===== src/rtl/mchan_hp_filter_if.sv =====
// rtl/mchan_hp_filter_if.sv - sample/channel-number stream with valid/read handshake
interface mchan_hp_filter_if #(
  parameter int DATA_W = 16,
  parameter int NUM_W  = 3
) ();
  logic [DATA_W-1:0] sample;
  logic [NUM_W-1:0]  num;
  logic              valid;
  logic              read;

  modport master (output sample, num, valid, input read);
  modport slave  (input sample, num, valid, output read);
endinterface


===== src/rtl/mchan_hp_filter.sv =====
// rtl/mchan_hp_filter.sv - time-multiplexed multi-channel DC-blocking high-pass filter
module mchan_hp_filter #(
  parameter int CHANNELS     = 8,
  parameter int CHANNELS_PW2 = 3,
  parameter int DATA_W       = 16,
  parameter int COEFF_W      = 16,
  parameter int FRAC_W       = 8
) (
  input  logic               clk,
  input  logic               reset,
  mchan_hp_filter_if.slave   chan_in,
  mchan_hp_filter_if.master  chan_out,
  input  logic [COEFF_W-1:0] coeff,
  input  logic               bypass,
  input  logic               offset_bin,
  input  logic               clear_req,
  output logic               busy
);

  localparam int ACC_W  = DATA_W + FRAC_W;
  // Signed difference (ACC_W+1) times zero-extended coeff never exceeds this width
  localparam int PROD_W = ACC_W + 1 + COEFF_W;

  localparam logic [CHANNELS_PW2-1:0] LAST_CH = CHANNELS_PW2'(CHANNELS - 1);
  localparam logic [DATA_W-1:0]       SAT_MAX = {1'b0, {(DATA_W-1){1'b1}}};
  localparam logic [DATA_W-1:0]       SAT_MIN = {1'b1, {(DATA_W-1){1'b0}}};

  typedef enum logic {ST_CLEAR, ST_RUN} state_t;

  state_t                  state;
  logic [CHANNELS_PW2-1:0] sweep;

  // Per-channel DC estimate, DATA_W integer bits over FRAC_W fraction bits
  logic signed [ACC_W-1:0] acc_mem [CHANNELS];

  logic                    in_read;
  logic                    in_fire;
  logic                    in_range;
  logic                    passthru;
  logic                    acc_we;
  logic signed [DATA_W-1:0] x;
  logic signed [ACC_W-1:0] acc_rd;
  logic signed [ACC_W-1:0] acc_shr;
  logic        [DATA_W:0]  diff_y;
  logic        [DATA_W-1:0] y_sat;
  logic        [DATA_W-1:0] y_core;
  logic        [DATA_W-1:0] y_out;
  logic        [ACC_W:0]   acc_diff;
  logic signed [PROD_W-1:0] prod;
  logic        [ACC_W-1:0] acc_step;
  logic signed [ACC_W-1:0] acc_next;
  logic                    unused_bits;

  logic [DATA_W-1:0]       out_sample_q;
  logic [CHANNELS_PW2-1:0] out_num_q;
  logic                    out_valid_q;

  // Accept only while running and the output slot is empty or draining this edge
  assign in_read  = (state == ST_RUN) && (!out_valid_q || chan_out.read);
  assign in_fire  = chan_in.valid && in_read;
  assign chan_in.read = in_read;

  // Offset-binary samples become two's complement by flipping the MSB
  assign x = offset_bin ? {~chan_in.sample[DATA_W-1], chan_in.sample[DATA_W-2:0]}
                        : chan_in.sample;

  assign in_range = (32'(chan_in.num) < CHANNELS);
  assign acc_rd   = in_range ? acc_mem[chan_in.num] : '0;

  // Unknown channels, bypass and a zero coefficient all forward x untouched
  assign passthru = bypass || !in_range || (coeff == '0);
  assign acc_we   = in_fire && !passthru;

  // y = x - floor(acc / 2^FRAC_W), one guard bit then clamp
  assign acc_shr = acc_rd >>> FRAC_W;
  assign diff_y  = {x[DATA_W-1], x} - {acc_shr[DATA_W-1], acc_shr[DATA_W-1:0]};
  assign y_sat   = (diff_y[DATA_W] == diff_y[DATA_W-1]) ? diff_y[DATA_W-1:0]
                 : (diff_y[DATA_W] ? SAT_MIN : SAT_MAX);
  assign y_core  = passthru ? x : y_sat;
  assign y_out   = offset_bin ? {~y_core[DATA_W-1], y_core[DATA_W-2:0]} : y_core;

  // acc += floor(((x << FRAC_W) - acc) * coeff / 2^COEFF_W)
  assign acc_diff = {x[DATA_W-1], x, {FRAC_W{1'b0}}} - {acc_rd[ACC_W-1], acc_rd};
  assign prod     = PROD_W'($signed(acc_diff)) * $signed({{(PROD_W-COEFF_W){1'b0}}, coeff});
  // Bit slice of the product is the arithmetic right shift by COEFF_W
  assign acc_step = prod[COEFF_W +: ACC_W];
  assign acc_next = acc_rd + acc_step;

  // The estimate stays between old acc and x<<FRAC_W, so the dropped bits are pure sign
  assign unused_bits = ^{prod[PROD_W-1], prod[COEFF_W-1:0], acc_shr[ACC_W-1:DATA_W]};

  // Control FSM: CLEAR sweeps one accumulator per cycle, RUN filters
  always_ff @(posedge clk) begin
    if (reset) begin
      state <= ST_CLEAR;
      sweep <= '0;
      busy  <= 1'b1;
    end else begin
      case (state)
        ST_CLEAR: begin
          if (clear_req) begin
            sweep <= '0;
          end else if (sweep == LAST_CH) begin
            state <= ST_RUN;
            sweep <= '0;
            busy  <= 1'b0;
          end else begin
            sweep <= sweep + 1'b1;
          end
        end
        ST_RUN: begin
          if (clear_req) begin
            state <= ST_CLEAR;
            sweep <= '0;
            busy  <= 1'b1;
          end
        end
        default: begin
          state <= ST_CLEAR;
          sweep <= '0;
          busy  <= 1'b1;
        end
      endcase
    end
  end

  // Accumulator store: sweep zeroing in CLEAR, filter update on accepted samples in RUN
  always_ff @(posedge clk) begin
    if (state == ST_CLEAR) begin
      acc_mem[sweep] <= '0;
    end else if (acc_we) begin
      acc_mem[chan_in.num] <= acc_next;
    end
  end

  // Output slot: load on accept (replacing a draining entry), empty once taken
  always_ff @(posedge clk) begin
    if (reset) begin
      out_valid_q  <= 1'b0;
      out_sample_q <= '0;
      out_num_q    <= '0;
    end else if (in_fire) begin
      out_valid_q  <= 1'b1;
      out_sample_q <= y_out;
      out_num_q    <= chan_in.num;
    end else if (chan_out.read) begin
      out_valid_q  <= 1'b0;
    end
  end

  assign chan_out.sample = out_sample_q;
  assign chan_out.num    = out_num_q;
  assign chan_out.valid  = out_valid_q;

endmodule

===== src/flat_wrapper.sv =====
// flat-port wrapper written by rule: the top's interface ports become plain ports
module mchan_hp_filter_flat 
#(
  parameter int CHANNELS     = 8,
  parameter int CHANNELS_PW2 = 3,
  parameter int DATA_W       = 16,
  parameter int COEFF_W      = 16,
  parameter int FRAC_W       = 8
)
  (clk, reset, coeff, bypass, offset_bin, clear_req, busy, chan_in_sample, chan_in_num, chan_in_valid, chan_in_read, chan_out_sample, chan_out_num, chan_out_valid, chan_out_read);
  mchan_hp_filter_if #(.DATA_W(DATA_W)) chan_in_i ();
  mchan_hp_filter_if #(.DATA_W(DATA_W)) chan_out_i ();
  input  logic clk;
  input  logic reset;
  input  logic [COEFF_W-1:0] coeff;
  input  logic bypass;
  input  logic offset_bin;
  input  logic clear_req;
  output logic busy;
  input wire logic [$bits(chan_in_i.sample)-1:0] chan_in_sample;
  input wire logic [$bits(chan_in_i.num)-1:0] chan_in_num;
  input wire logic [$bits(chan_in_i.valid)-1:0] chan_in_valid;
  output wire logic [$bits(chan_in_i.read)-1:0] chan_in_read;
  output wire logic [$bits(chan_out_i.sample)-1:0] chan_out_sample;
  output wire logic [$bits(chan_out_i.num)-1:0] chan_out_num;
  output wire logic [$bits(chan_out_i.valid)-1:0] chan_out_valid;
  input wire logic [$bits(chan_out_i.read)-1:0] chan_out_read;
  assign chan_in_i.sample = chan_in_sample;
  assign chan_in_i.num = chan_in_num;
  assign chan_in_i.valid = chan_in_valid;
  assign chan_in_read = chan_in_i.read;
  assign chan_out_sample = chan_out_i.sample;
  assign chan_out_num = chan_out_i.num;
  assign chan_out_valid = chan_out_i.valid;
  assign chan_out_i.read = chan_out_read;
  mchan_hp_filter #(.CHANNELS(CHANNELS), .CHANNELS_PW2(CHANNELS_PW2), .DATA_W(DATA_W), .COEFF_W(COEFF_W), .FRAC_W(FRAC_W)) u_core (.clk(clk), .reset(reset), .chan_in(chan_in_i), .chan_out(chan_out_i), .coeff(coeff), .bypass(bypass), .offset_bin(offset_bin), .clear_req(clear_req), .busy(busy));
endmodule

===== config.mk =====
export PLATFORM = sky130hd
export DESIGN_NAME = mchan_hp_filter_flat
export DESIGN_NICKNAME = d
export VERILOG_FILES = /design/src/rtl/mchan_hp_filter_if.sv /design/src/rtl/mchan_hp_filter.sv /design/src/flat_wrapper.sv
export SDC_FILE = /design/constraint.sdc
export NUM_CORES = 1
export LEC_CHECK = 0
export ABC_AREA = 1
export CORE_ASPECT_RATIO = 2
export CORE_MARGIN = 2
export CORE_UTILIZATION = 55
export CTS_CLUSTER_SIZE = 20
export DETAILED_ROUTE_END_ITERATION = 10
export GPL_TIMING_DRIVEN = 0
export HOLD_SLACK_MARGIN = 0.06
export PLACE_DENSITY = 0.78
export SLEW_MARGIN = 30
export SYNTH_ARGS = -nofsm -noshare
export SYNTH_HDL_FRONTEND = slang
export SYNTH_SLANG_ARGS = --single-unit

===== constraint.sdc =====
create_clock -name clk -period 18.7 [get_ports clk]
set_input_delay 2.805 -clock clk [delete_from_list [all_inputs] [get_ports clk]]
set_output_delay 2.805 -clock clk [all_outputs]
set_load 0.01 [all_outputs]

======== After elaboration in Yosys (flattened, before gate mapping) ========
Memories as Yosys holds them, arrays and structs flattened.
Cells that the tools add are included.
cells by class
  add/sub/neg operators ................... 4
  multiply operators ...................... 1
  divide/modulo/power cells ............... 0
  order comparisons ....................... 0
  equal/unequal tests ..................... 5
  shift operators ......................... 0
  multiplexer cells ....................... 26
  bitwise logic cells ..................... 3
  reductions and logical operators ........ 11
operator list
  kind                   count
  $mux W16               5
  $mul A25 B17 Y40       1
  $sub A24 B24 Y25       1
  $add A24 B24 Y24       1
  $mux W24               1
  $reduce_or A24 Y1      1
  $sub A16 B16 Y17       1
  $logic_not A16 Y1      1
  $mux W1                13
  $mux W3                4
  $pmux W3 S2            1
  $ne A2 B2 Y1 const B   2
  $pmux W1 S2            2
  $add A3 B1 Y3 const B  1
  $eq A3 B3 Y1 const B   1
  $logic_and A1 B1 Y1    3
  $not A1 Y1             3
  $reduce_and A3 Y1      1
  $logic_not A1 Y1       2
  $logic_or A1 B1 Y1     2
  $ne A2 B1 Y1 const B   1
  $reduce_bool A2 Y1     1
  $eq A1 B1 Y1           1
word-level totals
  flip-flop bits (word level) ............. 25
  bits in latches ......................... 0
  memory bits (writable) .................. 192
  ROM bits ................................ 0
  input bits .............................. 42
  output and inout port bits .............. 22
  logic and storage cells ................. 57
  memories ................................ 1
memories
  name            words  bits a word  read ports  clocked after memory_dff  write ports  line                   RTL
  u_core.acc_mem  8      24           1           0                         1            mchan_hp_filter.sv:34  logic signed [ACC_W-1:0] acc_mem [CHANNELS];

======== Depth between registers and ports, before layout ========
  depth in word-level cells ............... 10
  mapped depth ............................ 57
  mapped depth without buffers ............ 52

======== Least setup slack after synthesis ========
Ideal clock, no wire load.
  kind .................................... input to register
  from .................................... in chan_in_num[0]
  to ...................................... mem u_core.acc_mem[0][22] (netlist name) (data pin)
  library setup time ...................... 0.224 ns
  arrival time ............................ 11.873 ns
  required time ........................... 18.476 ns
  slack ................................... 6.604 ns
  stages .................................. 48
  buffers on the path ..................... 5
  cell sequence ........................... buf_6 inv_8 buf_6 clkbuf_1 clkbuf_1 nor2_1 o22ai_1 inv_1 o21ai_0 inv_1 ha_1 a21oi_1 o21ai_0 nand2_1 nand2_1 a21oi_1 nand3_1 nand2_1 (+12 left out) inv_1 ha_1 a21oi_1 o21a_1 o21ai_0 o21bai_1 xor2_1 ha_1 nand2_1 nor2_1 nand4_1 o21ai_0 a21oi_1 o21ai_0 nand2_1 nand2_1 nand2_1 a21oi_1
on the way
  longest elaborated chain between the ends .. 5
ends and longest elaborated chain
  element                      line                   RTL
  from (decl)                  flat_wrapper.sv:21     input wire logic [$bits(chan_in_i.num)-1:0] chan_in_num;
  $mem_v2 Z8 W24 *             n/a
  $sub A24 B24 Y25             mchan_hp_filter.sv:83  assign acc_diff = {x[DATA_W-1], x, {FRAC_W{1'b0}}} - {acc_rd[ACC_W-1], acc_rd};
  $mul A25 B17 Y40             mchan_hp_filter.sv:84  assign prod = PROD_W'($signed(acc_diff)) * $signed({{(PROD_W-COEFF_W){1'b0}}, coeff});
  $add A24 B24 Y24 *           mchan_hp_filter.sv:87  assign acc_next = acc_rd + acc_step;
  $mux W24 (no source line) *  n/a
  to (decl)                    mchan_hp_filter.sv:34
Mark *: on every way between the ends. The rest lies on a longest branch, timed or not.

======== Worst setup path in the final report ========
  from .................................... in chan_in_num[0]
  to ...................................... mem u_core.acc_mem[4][22] (netlist name) (data pin)
The elaborated chain is that of the path after synthesis.

==> reports/metrics.yaml <==
sta:
  period_needed_ps: 16050
  fmax_ghz: 0.0623
  finalSetupViolCount: 0
  drv_slew: 0
  hold_ws_ps: 470
  fin_crit_sh: 0.858
  slew_headroom: 0.292
  rsz0062_at_grt: "false"
  setup_ws_ps: 2650
  skew_ps: 19.5
  hold_violations: 0
  tns_ps: 0
  worstMarginPinSlew_ps: 1060
setup_path:
  crit_path_max_fanout: 10
  r2r_end: "u_core.acc_mem[4][22]"
  crit_slowest_cell: "nor2_1"
  crit_end: "u_core.acc_mem[4][22]"
  critPathLaunchType: "input port"
  crit_arrival_ps: 16280
  r2r_start: "u_core.acc_mem[6][21]"
  reg2reg_slack_ps: 6090
  required_ps: 18930
  crit_type: "input port to register"
  crit_path_end_kind: "register"
  cp-startpoint: "chan_in_num[0]"
  ff2ff_path_depth: 44
  slowest_delay_ps: 720
  worst_path_most_repeated_cell: "nand2_1"
die:
  start_util: 0.556
  io_pins: 64
  dieWidth_um: 157
  fp.dieArea_um2: 48900
  core_area_um2: 46500
  fp-row-count: 112
  dieHeight_um: 311
drt:
  via_per_inst: 5.81
  drc_errors: 0
  dr.pass1.iters: 6
  drt_wl_total_um: 94600
  wire_per_inst_um: 25.1
  vias: 21900
  antenna_left: 0
  drt_iter0_drc: 1673
place:
  hpwl_um: 77400
  post-place-ws_ps: 2820
  port_buffers: 56
  gp_routability_congestion: 1.01
  dp.cells: 3731
clock_network:
  cts_resized: 0
  clock_sinks: 217
  h-tree-depth: 1
  hold_buffers: 0
  cts_inserted_buffers: 16
  cts.path.max_buffers: 3
  post_cts_buffers: 0
  worstSkewPairLatency_ps: 500
  path_clk_slew_ps: 70
  cts_tree: "done"
  cts.root.buffer_cell: "clkbuf_16"
yosys:
  postSynthCellCount: 3040
  synth-edff-count: 192
  synth.avg_cell_area_um2: 8.51
  yosys_most_used_dff: "edfxtp_1"
  yosysWarnings: 0
  synth_area_um2: 25900
  synth.net_count: 3601
  synth_async_sr_flop_share: 0
  synth.yosys.seq_area_share: 0.242
  synth.distinct_cells: 54
  ys_ff_latch: 217
run:
  drv_cap: 0
global_route:
  grtUsageTotal: 0.402
  gr-usage-met1: 0.354
  grt_pass1_wl_um: 142000
  grtUsageMet2: 0.703
  antenna_found_initial: 3
  overflow: 0
  first_global_vias: 24000
  busiest_layer: "met2"
  grt_start_max_net_pins: 21
  met3_usage: 0.0955
layout:
  area_growth_pct: 8.45
  fin_nets: 3684
  drive_gt1_frac: 0.0543
  stdcell_count: 3764
run_status:
  status: "finished, final reports clean"
hold_path:
  hold_class: "register to register"
[synth_stat cells, drive strengths merged (2+ instances only)]
library cell / number / area, µm²
xor2: 50 / 460
a21boi: 2 / 15.0
nor2: 353 / 1410
nor4: 8 / 56.3
a21oi: 143 / 716
or2: 24 / 150
a21o: 19 / 143
inv: 685 / 2580
nand2: 515 / 2040
a31o: 2 / 17.5
o21ai: 190 / 970
clkbuf: 70 / 263
o211ai: 3 / 22.5
o22ai: 31 / 194
o21a: 5 / 37.5
edfxtp: 192 / 5770
nor3: 13 / 65.1
o31ai: 2 / 15.0
clkinv: 6 / 22.5
a31oi: 2 / 12.5
dfxtp: 25 / 500
a221oi: 2 / 17.5
buf: 31 / 219
nand4: 4 / 25.0
o21bai: 7 / 52.6
ha: 146 / 1830
xnor2: 24 / 218
fa: 373 / 7470
nand3: 107 / 546
[sequential cells by signal, summed over array words and instances, names as in the netlist]
signal	cells
u_core.sweep	3
u_core.acc_mem	192
u_core.chan_out.num	3
u_core.busy	1
u_core.chan_out.valid	1
u_core.state	1
u_core.chan_out.sample	16
[worst max-delay path, delay by kind of cell]
family                     cells  cell delay [ps]
and+or+nand+nor               14             2450
adders and majority gates      9             4280
xor gates and xnor gates       1              180
buffers and inverters         14             2880
AOI/OAI and AO/OA             11             3620
[placed cells by master, fill, tap and decap left out, types with 3 or more instances in the layout]
master | netlist | final
a21o_1 | 19 | 19
a21oi_1 | 143 | 143
buf_1 | 3 | 3
buf_16 | 0 | 7
buf_2 | 16 | 16
buf_4 | 3 | 3
buf_6 | 8 | 9
clkbuf_1 | 70 | 66
clkbuf_16 | 0 | 17
clkbuf_2 | 0 | 9
clkdlybuf4s50_1 | 0 | 56
clkinv_1 | 6 | 7
dfxtp_1 | 25 | 25
diode_2 | 0 | 4
edfxtp_1 | 192 | 192
fa_1 | 373 | 373
ha_1 | 146 | 146
inv_1 | 671 | 671
inv_2 | 13 | 13
nand2_1 | 483 | 483
nand2_2 | 29 | 29
nand3_1 | 105 | 105
nand4_1 | 4 | 4
nor2_1 | 325 | 317
nor2_2 | 25 | 25
nor2_4 | 3 | 11
nor3_1 | 13 | 13
nor4_1 | 7 | 7
o211ai_1 | 3 | 3
o21a_1 | 5 | 5
o21ai_0 | 179 | 178
o21ai_1 | 8 | 9
o21bai_1 | 7 | 7
o22ai_1 | 31 | 31
or2_1 | 16 | 16
or2_2 | 8 | 8
xnor2_1 | 23 | 23
xor2_1 | 47 | 47
xor2_2 | 3 | 3
[stage by stage]
stage / utilization / instance area (µm²)
after global placement: 0.585 / 27200
final: 0.603 / 28100
after global routing: 0.603 / 28100
after floorplan: - / 25900
after detailed placement: 0.591 / 27500
after CTS: 0.602 / 28000
[routing by layer]
| metal | wire length, µm | vias to the layer above |
|---|---|---|
| li1 | - | 9500 |
| met1 | 26500 | 10700 |
| met2 | 48700 | 1114 |
| met3 | 6620 | 562 |
| met4 | 12800 | 4 |
| met5 | 24 | - |
[layout make-up]
type,instances,area (µm²)
plain buffers,101,493
diodes,4,10.0
clock buffers,22,444
well taps,627,785
flip-flops and latches,217,6270
inverters,691,2600
clock inverters,6,92.6
fillers,4132,18500
multi-input cells,2031,16600
repair buffers,65,785
[worst min path at each step]
| stage | end | slack (ps) | depth (start not counted) | start |
|---|---|---|---|---|
| finish | u_core.chan_out.sample[3] | 470 | 2 | u_core.chan_out.sample[3] |
| global route | u_core.chan_out.sample[3] | 490 | 2 | u_core.chan_out.sample[3] |
| CTS | u_core.chan_out.sample[3] | 470 | 2 | u_core.chan_out.sample[3] |
| detailed placement | u_core.chan_out.sample[3] | 460 | 2 | u_core.chan_out.sample[3] |
| global placement | u_core.chan_out.sample[15] | 460 | 2 | u_core.chan_out.sample[15] |
| floorplan | u_core.sweep[2] | 450 | 2 | u_core.sweep[2] |
[cells by family (layout without fill, tap and decap cells)]
group | Yosys count | after routing | share of synthesized area
other | 0 | 4 | 0
AO/OA/AOI/OAI | 413 | 413 | 0.0872
XOR/XNOR | 74 | 74 | 0.0262
adder cells (fa/ha/maj) | 519 | 519 | 0.359
flip-flops | 217 | 217 | 0.242
buffers and inverters | 792 | 885 | 0.119
AND/OR/NAND/NOR | 1025 | 1025 | 0.166
Power is left out: the tool's default activity adds up to more than one toggle a clock period on the data nets, which glitch-free logic cannot reach.
